===== config.mk =====
export PLATFORM = sky130hd
export DESIGN_NAME = iob_reg_pipe_vr
export DESIGN_NICKNAME = d
export VERILOG_FILES = /design/src/rtl/iob_reg_pipe_pkg.sv /design/src/rtl/iob_reg_pipe_stage.sv /design/src/rtl/iob_reg_pipe_vr.sv
export SDC_FILE = /design/constraint.sdc
export NUM_CORES = 1
export LEC_CHECK = 0
export ABC_AREA = 1
export CAP_MARGIN = 10
export CORE_MARGIN = 5
export CORE_UTILIZATION = 49
export CTS_CLUSTER_SIZE = 28
export DETAILED_ROUTE_END_ITERATION = 12
export PLACE_DENSITY = 0.79
export SKIP_LAST_GASP = 1
export SYNTH_ARGS = -nofsm -noshare
export SYNTH_HDL_FRONTEND = slang
export SYNTH_SLANG_ARGS = --single-unit
export TNS_END_PERCENT = 100

===== constraint.sdc =====
create_clock -name clk_i -period 1.3 [get_ports clk_i]
set_input_delay 0.195 -clock clk_i [delete_from_list [all_inputs] [get_ports clk_i]]
set_output_delay 0.195 -clock clk_i [all_outputs]
set_load 0.01 [all_outputs]

===== src/rtl/iob_reg_pipe_pkg.sv =====
// Shared defaults and width helper for the valid/ready register pipe.
package iob_reg_pipe_pkg;

  localparam int unsigned DEF_DATA_W = 32;
  localparam int unsigned DEF_DEPTH  = 2;

  // Bits needed to count 0..depth valid stages.
  function automatic int unsigned lvl_w(input int unsigned depth);
    return $clog2(depth + 1);
  endfunction

endpackage


===== src/rtl/iob_reg_pipe_stage.sv =====
// One pipe stage: a valid bit plus a data register loaded only on acceptance.
module iob_reg_pipe_stage
  import iob_reg_pipe_pkg::*;
#(
  parameter int unsigned           DATA_W  = DEF_DATA_W,
  parameter logic [DATA_W-1:0]     RST_VAL = '0
) (
  input  logic              clk_i,
  input  logic              arst_n_i,
  input  logic              cke_i,
  input  logic              rst_i,
  input  logic              up_valid,
  input  logic [DATA_W-1:0] up_data,
  input  logic              down_ready,
  output logic              valid,
  output logic [DATA_W-1:0] data,
  output logic              ready
);

  logic              valid_q, valid_d;
  logic [DATA_W-1:0] data_q, data_d;
  logic              adv, load;

  always_comb begin
    adv     = valid_q & down_ready;
    ready   = ~valid_q | adv;
    load    = up_valid & ready;
    valid_d = valid_q;
    data_d  = data_q;
    if (rst_i) begin
      valid_d = 1'b0;
      data_d  = RST_VAL;
    end else if (load) begin
      valid_d = 1'b1;
      data_d  = up_data;
    end else if (adv) begin
      valid_d = 1'b0;
    end
  end

  always_ff @(posedge clk_i or negedge arst_n_i) begin
    if (!arst_n_i) begin
      valid_q <= 1'b0;
      data_q  <= RST_VAL;
    end else if (cke_i) begin
      valid_q <= valid_d;
      data_q  <= data_d;
    end
  end

  assign valid = valid_q;
  assign data  = data_q;

endmodule


===== src/rtl/iob_reg_pipe_vr.sv =====
// DEPTH-stage register pipe with valid/ready at both ends and bubble collapsing.
module iob_reg_pipe_vr
  import iob_reg_pipe_pkg::*;
#(
  parameter int unsigned       DATA_W  = DEF_DATA_W,
  parameter int unsigned       DEPTH   = DEF_DEPTH,
  parameter logic [DATA_W-1:0] RST_VAL = '0,
  parameter int unsigned       LVL_W   = lvl_w(DEPTH)
) (
  input  logic              clk_i,
  input  logic              arst_n_i,
  input  logic              cke_i,
  input  logic              rst_i,
  input  logic              in_valid_i,
  input  logic [DATA_W-1:0] in_data_i,
  output logic              in_ready_o,
  output logic              out_valid_o,
  output logic [DATA_W-1:0] out_data_o,
  input  logic              out_ready_i,
  output logic [LVL_W-1:0]  level_o
);

  // Element k is what feeds stage k; element DEPTH is the pipe output side.
  logic              vch [DEPTH+1];
  logic [DATA_W-1:0] dch [DEPTH+1];
  logic              rdy [DEPTH+1];

  assign vch[0]     = in_valid_i;
  assign dch[0]     = in_data_i;
  assign rdy[DEPTH] = out_ready_i;

  for (genvar k = 0; k < DEPTH; k++) begin : g_stage
    iob_reg_pipe_stage #(
      .DATA_W (DATA_W),
      .RST_VAL(RST_VAL)
    ) u_stage (
      .clk_i     (clk_i),
      .arst_n_i  (arst_n_i),
      .cke_i     (cke_i),
      .rst_i     (rst_i),
      .up_valid  (vch[k]),
      .up_data   (dch[k]),
      .down_ready(rdy[k+1]),
      .valid     (vch[k+1]),
      .data      (dch[k+1]),
      .ready     (rdy[k])
    );
  end

  assign in_ready_o  = rdy[0];
  assign out_valid_o = vch[DEPTH];
  assign out_data_o  = dch[DEPTH];

  // Tracking pushes minus pops keeps the count equal to popcount of the valid bits.
  logic             in_xfer, out_xfer;
  logic [LVL_W-1:0] level_q, level_d;

  always_comb begin
    in_xfer  = in_valid_i & rdy[0];
    out_xfer = vch[DEPTH] & out_ready_i;
    level_d  = level_q;
    if (rst_i)
      level_d = '0;
    else if (in_xfer && !out_xfer)
      level_d = level_q + LVL_W'(1);
    else if (!in_xfer && out_xfer)
      level_d = level_q - LVL_W'(1);
  end

  always_ff @(posedge clk_i or negedge arst_n_i) begin
    if (!arst_n_i)
      level_q <= '0;
    else if (cke_i)
      level_q <= level_d;
  end

  assign level_o = level_q;

endmodule


==> results.ini <==
[floorplan]
floorplan.io_pins = 74
rows = 28
die_h_um = 89.26
total_die_area_mm2 = 0.007966
core-area_mm2 = 0.006026
die_x_um = 89.26
floorplan.initialDensity = 0.5108

[power_and_ir_drop]
vdd_ir_drop_max_mv = 0.6887
p_clk_frac = 0.343
power.sequential.fraction = 0.488
intPower_w = 0.003480
p_leak_nw = 1.949
switching_share = 0.2657
switchingPower_w = 0.001259
pwr_density_cell_mw_per_mm2 = 1195
share_comb_of_total_power = 0.168

[setup_path]
cp_data_required_time_ns = 1.11
worstPathCellList = buf_6, nand3_4, clkbuf_2
cp-end-kind = primary output
start_kind = flip-flop
worstPathArrival_ns = 1.10
critPathMaxFanout = 3
timing.critical_path.buf_inv = 2
critical_path.top_delay_family = flip-flops
crit_path_top_delay_cell = dfrtp_2
critical_path.max_stage_delay_ns = 0.42
crit_type = flip-flop to primary output

[drt]
avgRoutedWirePerCell_um = 13.87
viasPerCell = 4.737
first_iter_violations = 62
first_pass_iters = 6
drc_errors = 0
via_count = 2160
routed_wirelength_um = 6325
drt_antenna_net_count = 0

[clocking]
clock-root-buffer = clkbuf_8
worst_skew_pair.late_latency_ns = 0.34
tritoncts.num_buffers = 9
clock_path_buffers = 2
tritoncts_clock_tree = built
ctsHtreeMaxLevel = 3
cts.reportedPaths.clkPinSlew_ns = 0.07
tritoncts_num_sinks = 68

[hold_path]
holdCritPathClass = input pin to flip-flop

[cells_and_area]
seqCellArea_mm2 = 0.001703
antennaDiodeCount = 0
multiInputGateArea_um2 = 899.6
finish.instance_area_mm2 = 0.003966
fin_nets = 415
layout.filler_cells = 504
commonest_non_fill_non_tap_cells_in_the_layout = nand2_1 (81), dfrtp_1 (67), inv_1 (36), clkdlybuf4s50_1 (36), dlygate4sd2_1 (35)
mostFrequentLayoutCell = nand2_1
layout_overhead_on_the_synthesized_area_pct = 28.86
drive_above_1_share = 0.2126
utilization = 0.6582

[global_route]
grt_pass1_vias = 2131
grt_start_max_net_pins = 69
globalRouteTotalUtil = 0.1668
grt_overflow = 0
number_of_antenna_violations_at_the_first_check_in_global_routing = 0
grt_first_pass_wirelength_um = 10050

[place]
placement.cell_area_mm2 = 0.003731
io_buffers = 73
dp.final_hpwl_um = 4104
globalplace.congestion = 0.8115

[timing]
maxSlewViolCount = 0
finalSetupViolCount = 0
worstMarginPinSlew_ns = 0.3596
worst_slew_margin_rel = 0.7603
post-route-min-period_ns = 1.291
finalClockSkew_ns = 0.008939
final.period_utilization = 0.9932
rsz0062_at_grt = true
highest_attainable_clock_frequency_ghz = 0.7745
timing_hold_violations_final = 0

[synthesis]
mappedNetlistNets = 352
synth.lib_cells_used.distinct = 22
synth.top_cell.area_share = 0.5528
yosysWarnings = 0
syn-cell-area_mm2 = 0.003078
synth_top_area_cell = dfrtp_1
ys_seq_area_frac = 0.5528
synthesized_instance_count = 314
ys_ff_latch = 68
synth_area_per_cell_um2 = 9.802
synthTopCellsByArea = dfrtp_1 (55%), nand2_1 (10%), o21ai_2 (8.5%)

[job]
max-cap-violations = 0

[run_status]
outcome = completed

[final timing paths]
path / from / end / slack [ns] / depth (start not counted)
min reg2reg: g_stage[1].u_stage.data[4]$_DFFE_PN0P_ / g_stage[1].u_stage.data[4]$_DFFE_PN0P_ / 0.48 / 2
min in group asynchronous: arst_n_i / g_stage[1].u_stage.data[7]$_DFFE_PN0P_ / 0.41 / 3
max in group asynchronous: arst_n_i / g_stage[1].u_stage.valid$_DFFE_PN0P_ / 0.57 / 3
max reg2reg: g_stage[1].u_stage.valid$_DFFE_PN0P_ / g_stage[0].u_stage.data[27]$_DFFE_PN0P_ / 0.009 / 7
max: g_stage[1].u_stage.valid$_DFFE_PN0P_ / in_ready_o / 0.009 / 3
min: in_data_i[23] / g_stage[0].u_stage.data[23]$_DFFE_PN0P_ / 0.40 / 3
[per-stage QoR]
stage	instances	TNS, ns	total power, W	hold slack, ns	setup WS, ns
after CTS	453	-0.2158	0.004736	0.3948	-0.1670
after detailed placement	435	-18.47	0.003131	0.2431	-0.3331
after global routing	456	-1.211	0.004987	0.3916	-0.09057
final	456	0	0.004739	0.4037	0.008782
after global placement	435	-15.25	0.003106	0.2405	-0.2496
after floorplan	314	0	0.002794	-0.1006	0.1240
[power groups by stage]
stage	Clock (W)	Combinational (W)	Sequential [W]
final	0.00163	0.000799	0.00231
after global routing	0.00177	0.000886	0.00233
after CTS	0.00167	0.000754	0.00232
after detailed placement	0	0.000768	0.00236
after global placement	0	0.000747	0.00236
after floorplan	0	0.000440	0.00235
[tightest hold or removal path, cell delays in order]
cell and delay, ns:
clkdlybuf4s50_1 0.39, nand2_1 0.07, o21ai_2 0.05
[state kept, by name, summed over array words and instances, names as in the netlist]
register and cells:
g_stage.u_stage.valid 2, level_o 2, g_stage.u_stage.data 64
[cells by family after synthesis]
family,after synthesis,synth area share
simple gates,96,0.1374
buf+inv,83,0.1642
flops,68,0.5528
compound gates,67,0.1455
[cell usage after synthesis]
cell type  count
nand3b_1       1
o21ai_2       30
o21ai_1       30
nand2_1       83
buf_4         32
nand3_4        2
inv_1         36
inv_2          1
a21oi_1        1
nor2_4         1
buf_6          9
inv_4          1
nand2_2        2
nand4_1        1
nand2_4        1
clkinv_1       1
o21ai_0        6
nand3_1        2
buf_2          3
nand3_2        1
nor2_1         2
dfrtp_1       68
[metal layers]
layer | global-route usage | vias up | share of wire
met5 | 0 | - | 0
met2 | 0.2619 | 50 | 0.50
met3 | 0.04885 | 5 | 0.054
met1 | 0.2240 | 1030 | 0.43
li1 | - | 1075 | -
met4 | 0.05277 | 0 | 0.011
[area by class of cell]
class | count | share of cell area
inverters | 39 | 0.04006
well taps | 75 | 0.02366
repair buffers | 93 | 0.2259
repair inverters | 3 | 0.008517
clock inverters | 5 | 0.01356
flip-flops and latches | 68 | 0.4293
clock buffers | 10 | 0.03218
multi-input cells | 163 | 0.2268
[timing repair]
| item | CTS | global route |
|---|---|---|
| endpoints found under the hold margin | 68 | 0 |
| hold buffers | 1 | 0 |
| pin swaps | 0 | 4 |
| cloned | 0 | 3 |
| endpoints found under the setup margin | 38 | 68 |
| buffers inserted | 2 | 0 |
| gates resized for setup | 38 | 13 |
No activity file was read; power rests on OpenSTA's default activity.
